## config.mk

```make
export PLATFORM = sky130hd
export DESIGN_NAME = load_store_unit
export DESIGN_NICKNAME = d
export VERILOG_FILES = /design/src/rtl/load_store_unit_pkg.sv /design/src/rtl/lsu_load_align.sv /design/src/rtl/load_store_unit.sv
export SDC_FILE = /design/constraint.sdc
export NUM_CORES = 1
export LEC_CHECK = 0
export ABC_AREA = 1
export BUFFER_PORTS_ARGS = -buffer_cell sky130_fd_sc_hd__buf_2
export CORE_ASPECT_RATIO = 0.8
export CORE_MARGIN = 3
export CORE_UTILIZATION = 48
export CTS_CLUSTER_SIZE = 24
export DETAILED_ROUTE_END_ITERATION = 6
export PLACE_DENSITY = 0.78
export RECOVER_POWER = 50
export REMOVE_ABC_BUFFERS = 1
export SYNTH_ARGS = -nofsm -noshare
export SYNTH_HDL_FRONTEND = slang
export SYNTH_SLANG_ARGS = --single-unit
```

## constraint.sdc

```tcl
create_clock -name clk -period 1.9 [get_ports clk]
set_clock_uncertainty 0.1 [all_clocks]
set_input_delay 0.19 -clock clk [delete_from_list [all_inputs] [get_ports clk]]
set_output_delay 0.19 -clock clk [all_outputs]
set_load 0.1 [all_outputs]
```

## src/rtl/load_store_unit_pkg.sv

```systemverilog
// Shared types and constants for the load/store unit.
//   mem_err_t   : error code returned with every result
//   lsu_state_t : transaction state
//   dmem_req_t  : registered data-memory request payload
//   SIZE_*      : load/store size encodings from the decode stage
package load_store_unit_pkg;

  localparam int unsigned OPERAND_WIDTH = 32;
  localparam int unsigned BE_WIDTH      = OPERAND_WIDTH / 8;
  localparam int unsigned SIZE_WIDTH    = 3;

  typedef enum logic [1:0] {
    ERR_NONE        = 2'b00,
    ERR_MISALIGNED  = 2'b01,
    ERR_BUS_TIMEOUT = 2'b10,
    ERR_ILLEGAL     = 2'b11
  } mem_err_t;

  typedef enum logic [1:0] {
    IDLE,
    REQ,
    WAIT,
    RESP
  } lsu_state_t;

  typedef struct packed {
    logic                     we;
    logic [OPERAND_WIDTH-1:0] addr;
    logic [BE_WIDTH-1:0]      be;
    logic [OPERAND_WIDTH-1:0] wdata;
  } dmem_req_t;

  localparam logic [SIZE_WIDTH-1:0] SIZE_LB  = 3'b000;
  localparam logic [SIZE_WIDTH-1:0] SIZE_LH  = 3'b001;
  localparam logic [SIZE_WIDTH-1:0] SIZE_LW  = 3'b010;
  localparam logic [SIZE_WIDTH-1:0] SIZE_LBU = 3'b100;
  localparam logic [SIZE_WIDTH-1:0] SIZE_LHU = 3'b101;

  localparam logic [SIZE_WIDTH-1:0] SIZE_SB  = 3'b000;
  localparam logic [SIZE_WIDTH-1:0] SIZE_SH  = 3'b001;
  localparam logic [SIZE_WIDTH-1:0] SIZE_SW  = 3'b010;

endpackage

```

## src/rtl/lsu_load_align.sv

```systemverilog
// Combinational load-data extraction and sign/zero extension.
//   rdata  : raw data word from memory
//   offset : byte offset within the word (addr[1:0])
//   size   : load size encoding (LB/LH/LW/LBU/LHU)
//   data_c : extended result
module lsu_load_align
  import load_store_unit_pkg::*;
(
  input  logic [OPERAND_WIDTH-1:0] rdata,
  input  logic [1:0]               offset,
  input  logic [SIZE_WIDTH-1:0]    size,
  output logic [OPERAND_WIDTH-1:0] data_c
);

  logic [7:0]  byte_c;
  logic [15:0] half_c;

  // Pick the addressed lane, then extend according to the size.
  always_comb begin
    byte_c = rdata[7:0];
    case (offset)
      2'd1:    byte_c = rdata[15:8];
      2'd2:    byte_c = rdata[23:16];
      2'd3:    byte_c = rdata[31:24];
      default: byte_c = rdata[7:0];
    endcase
    half_c = offset[1] ? rdata[31:16] : rdata[15:0];

    case (size)
      SIZE_LB:  data_c = {{24{byte_c[7]}}, byte_c};
      SIZE_LBU: data_c = {24'b0, byte_c};
      SIZE_LH:  data_c = {{16{half_c[15]}}, half_c};
      SIZE_LHU: data_c = {16'b0, half_c};
      default:  data_c = rdata;
    endcase
  end

endmodule

```

## src/rtl/load_store_unit.sv

```systemverilog
// Load/store unit between execute and data memory.
//   in_*      : instruction from execute (valid/ready), address/data/control
//   dmem_*    : registered request/grant data-memory bus
//   out_*     : one result per instruction to writeback (valid/ready)
// Stalls upstream (in_ready low) from accept until the result is taken.
module load_store_unit
  import load_store_unit_pkg::*;
#(
  parameter int unsigned TIMEOUT_CYCLES = 16
) (
  input  logic                     clk,
  input  logic                     rst_n,
  input  logic                     in_valid,
  output logic                     in_ready,
  input  logic [OPERAND_WIDTH-1:0] alu_result,
  input  logic [OPERAND_WIDTH-1:0] write_data,
  input  logic                     ctrl_mem_read,
  input  logic                     ctrl_mem_write,
  input  logic [SIZE_WIDTH-1:0]    ctrl_load_size,
  input  logic [SIZE_WIDTH-1:0]    ctrl_store_size,
  output logic                     dmem_req,
  output logic                     dmem_we,
  output logic [OPERAND_WIDTH-1:0] dmem_addr,
  output logic [BE_WIDTH-1:0]      dmem_be,
  output logic [OPERAND_WIDTH-1:0] dmem_wdata,
  input  logic                     dmem_gnt,
  input  logic                     dmem_rvalid,
  input  logic [OPERAND_WIDTH-1:0] dmem_rdata,
  output logic                     out_valid,
  input  logic                     out_ready,
  output logic [OPERAND_WIDTH-1:0] out_data,
  output logic [1:0]               out_err
);

  localparam int unsigned CNT_W = $clog2(TIMEOUT_CYCLES + 1);

  lsu_state_t               state;
  logic [CNT_W-1:0]         cnt;
  dmem_req_t                bus;
  logic                     req_q;
  logic                     ready_q;
  logic                     valid_q;
  logic [OPERAND_WIDTH-1:0] data_q;
  mem_err_t                 err_q;
  logic                     load_q;
  logic [1:0]               off_q;
  logic [SIZE_WIDTH-1:0]    lsize_q;

  logic                     illegal_c;
  logic                     misaligned_c;
  logic [BE_WIDTH-1:0]      be_c;
  logic [OPERAND_WIDTH-1:0] wdata_c;
  logic [OPERAND_WIDTH-1:0] load_data_c;
  logic                     timeout_c;

  // Last cycle the transaction may still complete; the counter would reach the limit at this edge.
  assign timeout_c = (cnt == CNT_W'(TIMEOUT_CYCLES - 1));

  // Size legality and natural alignment of the incoming instruction.
  always_comb begin
    illegal_c    = 1'b0;
    misaligned_c = 1'b0;
    if (ctrl_mem_read && ctrl_mem_write) begin
      illegal_c = 1'b1;
    end else if (ctrl_mem_read) begin
      case (ctrl_load_size)
        SIZE_LB, SIZE_LBU: misaligned_c = 1'b0;
        SIZE_LH, SIZE_LHU: misaligned_c = alu_result[0];
        SIZE_LW:           misaligned_c = |alu_result[1:0];
        default:           illegal_c    = 1'b1;
      endcase
    end else if (ctrl_mem_write) begin
      case (ctrl_store_size)
        SIZE_SB: misaligned_c = 1'b0;
        SIZE_SH: misaligned_c = alu_result[0];
        SIZE_SW: misaligned_c = |alu_result[1:0];
        default: illegal_c    = 1'b1;
      endcase
    end
  end

  // Store byte enables and lane-replicated data; loads read the whole word.
  always_comb begin
    be_c    = 4'b1111;
    wdata_c = '0;
    if (ctrl_mem_write) begin
      case (ctrl_store_size)
        SIZE_SB: begin
          be_c    = 4'b0001 << alu_result[1:0];
          wdata_c = {4{write_data[7:0]}};
        end
        SIZE_SH: begin
          be_c    = alu_result[1] ? 4'b1100 : 4'b0011;
          wdata_c = {2{write_data[15:0]}};
        end
        default: wdata_c = write_data;
      endcase
    end
  end

  lsu_load_align u_load_align (
    .rdata  (dmem_rdata),
    .offset (off_q),
    .size   (lsize_q),
    .data_c (load_data_c)
  );

  // Transaction FSM with registered bus and writeback outputs.
  always_ff @(posedge clk or negedge rst_n) begin
    if (!rst_n) begin
      state   <= IDLE;
      cnt     <= '0;
      bus     <= '0;
      req_q   <= 1'b0;
      ready_q <= 1'b1;
      valid_q <= 1'b0;
      data_q  <= '0;
      err_q   <= ERR_NONE;
      load_q  <= 1'b0;
      off_q   <= '0;
      lsize_q <= '0;
    end else begin
      case (state)
        IDLE: begin
          if (in_valid) begin
            ready_q <= 1'b0;
            load_q  <= ctrl_mem_read;
            off_q   <= alu_result[1:0];
            lsize_q <= ctrl_load_size;
            if (!ctrl_mem_read && !ctrl_mem_write) begin
              state   <= RESP;
              valid_q <= 1'b1;
              data_q  <= alu_result;
              err_q   <= ERR_NONE;
            end else if (illegal_c) begin
              state   <= RESP;
              valid_q <= 1'b1;
              data_q  <= '0;
              err_q   <= ERR_ILLEGAL;
            end else if (misaligned_c) begin
              state   <= RESP;
              valid_q <= 1'b1;
              data_q  <= '0;
              err_q   <= ERR_MISALIGNED;
            end else begin
              state     <= REQ;
              cnt       <= '0;
              req_q     <= 1'b1;
              bus.we    <= ctrl_mem_write;
              bus.addr  <= {alu_result[OPERAND_WIDTH-1:2], 2'b00};
              bus.be    <= be_c;
              bus.wdata <= wdata_c;
            end
          end
        end
        REQ: begin
          if (dmem_gnt && (!load_q || dmem_rvalid)) begin
            state   <= RESP;
            req_q   <= 1'b0;
            valid_q <= 1'b1;
            data_q  <= load_q ? load_data_c : '0;
            err_q   <= ERR_NONE;
          end else if (timeout_c) begin
            state   <= RESP;
            req_q   <= 1'b0;
            valid_q <= 1'b1;
            data_q  <= '0;
            err_q   <= ERR_BUS_TIMEOUT;
          end else begin
            cnt <= cnt + CNT_W'(1);
            if (dmem_gnt) begin
              state <= WAIT;
              req_q <= 1'b0;
            end
          end
        end
        WAIT: begin
          if (dmem_rvalid) begin
            state   <= RESP;
            valid_q <= 1'b1;
            data_q  <= load_data_c;
            err_q   <= ERR_NONE;
          end else if (timeout_c) begin
            state   <= RESP;
            valid_q <= 1'b1;
            data_q  <= '0;
            err_q   <= ERR_BUS_TIMEOUT;
          end else begin
            cnt <= cnt + CNT_W'(1);
          end
        end
        RESP: begin
          if (out_ready) begin
            state   <= IDLE;
            valid_q <= 1'b0;
            ready_q <= 1'b1;
          end
        end
        default: state <= IDLE;
      endcase
    end
  end

  assign in_ready   = ready_q;
  assign dmem_req   = req_q;
  assign dmem_we    = bus.we;
  assign dmem_addr  = bus.addr;
  assign dmem_be    = bus.be;
  assign dmem_wdata = bus.wdata;
  assign out_valid  = valid_q;
  assign out_data   = data_q;
  assign out_err    = err_q;

endmodule

```

Word-level counts from Yosys, hierarchy flattened
Cells that the tools add are included.
{"block": "word_totals", "reg_bits": 117, "inputBits": 110, "out_inout_bits": 106, "elab_cells": 145}
{"block": "op_classes", "addsub": 1, "n_eq_ne": 26, "shift": 1, "n_mux": 74, "bitwise_logic": 3, "reduce_logical": 26}
{"operator": "$mux W32", "n": 9}
{"operator": "$pmux W32 S4", "n": 1}
{"operator": "$pmux W32 S3", "n": 1}
{"operator": "$pmux W32 S2", "n": 1}
{"operator": "$mux W5", "n": 7}
{"operator": "$mux W2", "n": 17}
{"operator": "$mux W1", "n": 25}
{"operator": "$pmux W8 S3", "n": 1}
{"operator": "$mux W16", "n": 1}
{"operator": "$pmux W5 S3", "n": 1}
{"operator": "$ne A2 B2 Y1 const B", "n": 7}
{"operator": "$eq A3 B3 Y1 const B", "n": 4}
{"operator": "$eq A3 B1 Y1 const B", "n": 3}
{"operator": "$logic_not A3 Y1", "n": 3}
{"operator": "$reduce_and A3 Y1", "n": 3}
{"operator": "$eq A2 B2 Y1 const B", "n": 4}
{"operator": "$mux W4", "n": 2}
{"operator": "$ne A4 B4 Y1 const B", "n": 2}
{"operator": "$pmux W1 S2", "n": 4}
{"operator": "$pmux W2 S4", "n": 1}
{"operator": "$pmux W4 S2", "n": 1}
{"operator": "$reduce_and A7 Y1", "n": 1}
{"operator": "$eq A3 B2 Y1 const B", "n": 2}
{"operator": "$pmux W2 S3", "n": 1}
{"operator": "20 further kinds", "n": 29}

Depth between registers and ports, before layout
{"block": "logic_depth", "word_depth": 10, "depth_mapped": 13, "mapped_depth_nobuf": 11}

Hierarchy
Synthesis repeated with hierarchy kept, for this count alone.
{"block": "hier_totals", "hier_cells": 1232, "hier_area_um2": 8057.7}
{"module": "load_store_unit", "instances": 1, "cells_each": 1058, "area_per_inst_um2": 7199.4}
{"module": "lsu_load_align", "instances": 1, "cells_each": 174, "area_per_inst_um2": 858.3}

Least setup slack after synthesis
OpenSTA, ideal clock, no wires.
{"block": "synth_path", "path_kind": "register to register", "from": "register cnt[0]", "to": "register cnt[0]", "setup_time_ns": 0.126, "t_arrival_ns": 1.842, "path_slack_ns": -0.168, "stages_incl_launch_ff": 12, "synth_period_minus_slack_ns": 2.068, "path_cell_list": "dfrtp_1 -> ha_1 -> nand2_1 -> nor2_1 -> ha_1 -> inv_1 -> clkbuf_1 -> o21ai_0 -> a211oi_1 -> nand2_1 -> nand2_1 -> o21ai_1"}
{"block": "synth_via", "elab_chain_cells": 4}
{"item": "start, declared", "line": "load_store_unit.sv:38", "rtl": "logic [CNT_W-1:0] cnt;"}
{"item": "start signal, assigned", "line": "load_store_unit.sv:170", "rtl": "cnt <= cnt + CNT_W'(1);"}
{"item": "start signal, assigned", "line": "load_store_unit.sv:189", "rtl": "cnt <= cnt + CNT_W'(1);"}
{"item": "$add A5 B1 Y5 / $eq A5 B4 Y1 (equally long branches)", "line": "load_store_unit.sv:170, load_store_unit.sv:189, load_store_unit.sv:57"}
{"item": "$mux W5 (*)", "line": "load_store_unit.sv:163, load_store_unit.sv:183"}
{"item": "$mux W5, on equally long branches", "line": "load_store_unit.sv:178, load_store_unit.sv:157"}
{"item": "$pmux W5 S3 (*)", "line": "load_store_unit.sv:123", "rtl": "case (state)"}
Every way passes the cells marked *; elsewhere a longest branch is shown, timed or not. The select of a mux whose other input is x is not followed.
A chain may end at the register's enable or synchronous reset.

Worst setup path after layout
{"block": "layout_path", "from": "register cnt[1]", "to": "register cnt[4]"}
The elaborated chain is that of the path after synthesis.

==> run summary <==
• in -> reg — kind of path behind the tightest hold check
• 39.3% — area share of the largest cell type after synthesis
• 17 — total CTS buffers
• 5 — Critical Path Fanout Max
• 1.88 ns — final worst path period need
• 39.7% — sequential element share of the synthesized area
• 14,600 um^2 — Core Box Area
• 16.5 um — Routed wire per std cell
• sky130_fd_sc_hd__dfrtp_1 — library cell with the largest summed area after synthesis
• 20.8% — worst rel slew slack
• 2.11 ns — required time at the endpoint of the critical path
• 674 — Iteration-0 DRC Markers
• 0.0259 ns — Post-Route Hold Slack
• 117 — number of sinks handled by clock tree synthesis
• 0 — DRC errors left
• 1,117 — Gate Count Post-Synth
• 532 MHz — highest achievable clock rate
• 0.06 ns — clock slew seen by the registers of the worst setup and hold paths
• done — clock tree from TritonCTS
• 0 — number of nets with antenna violations after detailed routing
• 0.915 — final weighted congestion in routability-driven placement
• sky130_fd_sc_hd__nand2_1 — cell with the most instances after synthesis
• 2 — CTS Buffer Depth
• 117 — flip-flop and latch count after synthesis
• 45.8% — routing usage on met2
• 99.0% — post-route fraction of the period consumed by the critical path
• 117 um — y dimension of the die
• 0 — final setup violation count
• 4 — H-tree lvl count
• 2930 um^2 — area occupied by registers
• 0 — final-report hold violation count
• yes — RSZ-0062 raised after global routing
• 1,254 — Fill cells
• 16,300 um — HPWL Detailed
• 216 — boundary pin count
• 1.19 ns — Worst Max-Slew Pin Slew
• 36.5% — Layout area overhead
• 0 — number of synthesized flops with an enable pin
• 26.3% — share of cells above drive strength 1
• 145 um — Die Span X
• 0 — total congestion overflow
• finished, final reports clean — status
• 29 — number of distinct library cells after synthesis
• sky130_fd_sc_hd__dfrtp_1 — Main synth FF type
• 29.0% — total routing resource utilization after global routing
• 0 — Max-cap violations
• 3850 um^2 — area of combinational cells with multiple inputs
• flip-flop — Critical Path Sink Type
• 0 — number of warnings issued by yosys
• 71 — pin count of the biggest net entering global routing
• 0.43 ns — insertion delay to the later sink of the worst-skew pair
• 16,900 um^2 — Die Footprint
• 7380 um^2 — synthesized cell area
• 5.36 — Via-to-Cell Ratio
• 50.4% — Initial Utilization
• 10 — depth of the worst register-to-register path
• reg -> reg — Critical Setup Path Class
• sky130_fd_sc_hd__dfrtp_1 (39%), sky130_fd_sc_hd__nand2_1 (23%), sky130_fd_sc_hd__nand3_1 (5.7%) — cells taking the most area after synthesis
• sky130_fd_sc_hd__clkbuf_16 — clock root cell
• met2 — busiest layer in global routing
• flip-flop — Worst Setup Start Kind
• 1,489 — final layout net count
• 6.61 um^2 — synthesized area per cell
• 38.4% — fraction of met1 tracks used by global routing
• 39 — number of rows created at floorplan
• 100% — async set-or-reset flop fraction in the synthesized netlist
• 4 — initial antenna violation count
• 7,876 — number of global-route vias before repair
• 1,573 — Final Instance Count excl. Fillers
• 2.09 ns — signal arrival time at the worst endpoint
• 0 — max-slew violations
• 10,100 um^2 — Non-Filler Cell Area, Final
• 8660 um^2 — area post-placement
• 1,482 — total instance count after detailed placement
• sky130_fd_sc_hd__nand2_1 (443), sky130_fd_sc_hd__dfrtp_1 (116), sky130_fd_sc_hd__inv_1 (90) — most numerous cell types in the synthesized netlist
• 5 — worst hold path depth
• 8,424 — total vias in the final route
• 0.02 ns — register-to-register path setup slack
• 213 — number of port buffers
• 26,000 um — overall routed net length
• 5 — router iterations before antenna repair
• 8.61% — met3 GRT Util
• 38,800 um — global-route wire length before repair
-- layout by cell type, fill, tap and decap left out, drive strengths merged --
cell type	instances
a211oi	8
a21oi	37
a31oi	8
buf	216
bufinv	2
clkbuf	65
clkinv	6
clkinvlp	6
conb	2
dfrtp	116
dfstp	1
diode	3
dlygate4sd3	42
dlymetal6s4s	1
ha	6
inv	101
nand2	449
nand3	84
nand4	31
nor2	66
nor3	2
o211ai	9
o21ai	114
or2	14
-- through the flow --
| step | setup TNS, ns | worst slack (ns) | util, % |
|---|---|---|---|
| global route | -1.01 | -0.0650 | 68.8 |
| detailed placement | -0.433 | -0.0598 | 59.2 |
| floorplan | -96.77 | -1.02 | - |
| finish | 0 | 0.0192 | 68.8 |
| CTS | 0 | 0.00356 | 66.3 |
| global placement | 0 | 0.00719 | 59.2 |
-- registers in the layout (all words and copies together) (netlist names) --
name and count:
state 2, dmem_addr 30, out_valid 1, dmem_be 4, dmem_req 1, in_ready 1, off_q 2, load_q 1
lsize_q 3, dmem_we 1, out_err 2, dmem_wdata 32, out_data 32, cnt 5
-- final timing paths --
kind	startpoint	endpoint
max	cnt[1]	cnt[4]
min	write_data[25]	dmem_wdata[25]
max reg2reg	cnt[1]	cnt[4]
min reg2reg	dmem_addr[21]	dmem_addr[21]
max in group asynchronous	rst_n	dmem_be[3]
min in group asynchronous	rst_n	dmem_addr[29]
-- cells by family after synthesis --
| logic type | after synthesis | share of synthesized area (%) |
|---|---|---|
| flops | 117 | 39.7 |
| other cells | 1 | 0.0508 |
| compound gates | 176 | 12.6 |
| simple gates | 645 | 36.4 |
| fa+ha+maj | 6 | 1.02 |
| buf+inv | 172 | 10.2 |
-- worst max-delay path, cell delays in order (launching register included) --
cell and delay (ns):
sky130_fd_sc_hd__dfrtp_1 0.39, sky130_fd_sc_hd__ha_2 0.20, sky130_fd_sc_hd__nand2_2 0.08, sky130_fd_sc_hd__nor2_2 0.05
sky130_fd_sc_hd__ha_2 0.20, sky130_fd_sc_hd__inv_4 0.08, sky130_fd_sc_hd__o21ai_2 0.07, sky130_fd_sc_hd__a211oi_2 0.27
sky130_fd_sc_hd__nand2_2 0.16, sky130_fd_sc_hd__nand2_1 0.10, sky130_fd_sc_hd__o21ai_1 0.07
-- final cells by class --
| type | count | share of cell area, % |
|---|---|---|
| sequential | 117 | 29.1 |
| timing repair buffer | 307 | 20.7 |
| clock buffer | 17 | 4.22 |
| clock inverter | 15 | 1.58 |
| antenna | 3 | 0.0745 |
| multi-input combinational | 830 | 38.3 |
| tap | 184 | 2.29 |
| inverter | 100 | 3.75 |
-- metal layers --
layer  up-vias  wire length [um]
met5         -                12
met4         2               569
met1      3872             10900
li1       4096                 -
met3        59              2420
met2       395             12100
-- timing repair --
item | 4_1_cts | 5_1_grt
buffers inserted | 1 | 4
gates cloned | 1 | 7
hold endpoints to repair | 158 | 0
gates resized for setup | 7 | 57
setup endpoints to repair | 30 | 110
pin swaps | 2 | 17
hold buffers | 43 | 0
Power is not shown: default switching activity piles up to over one toggle a cycle in this logic, so the estimate is an artifact.
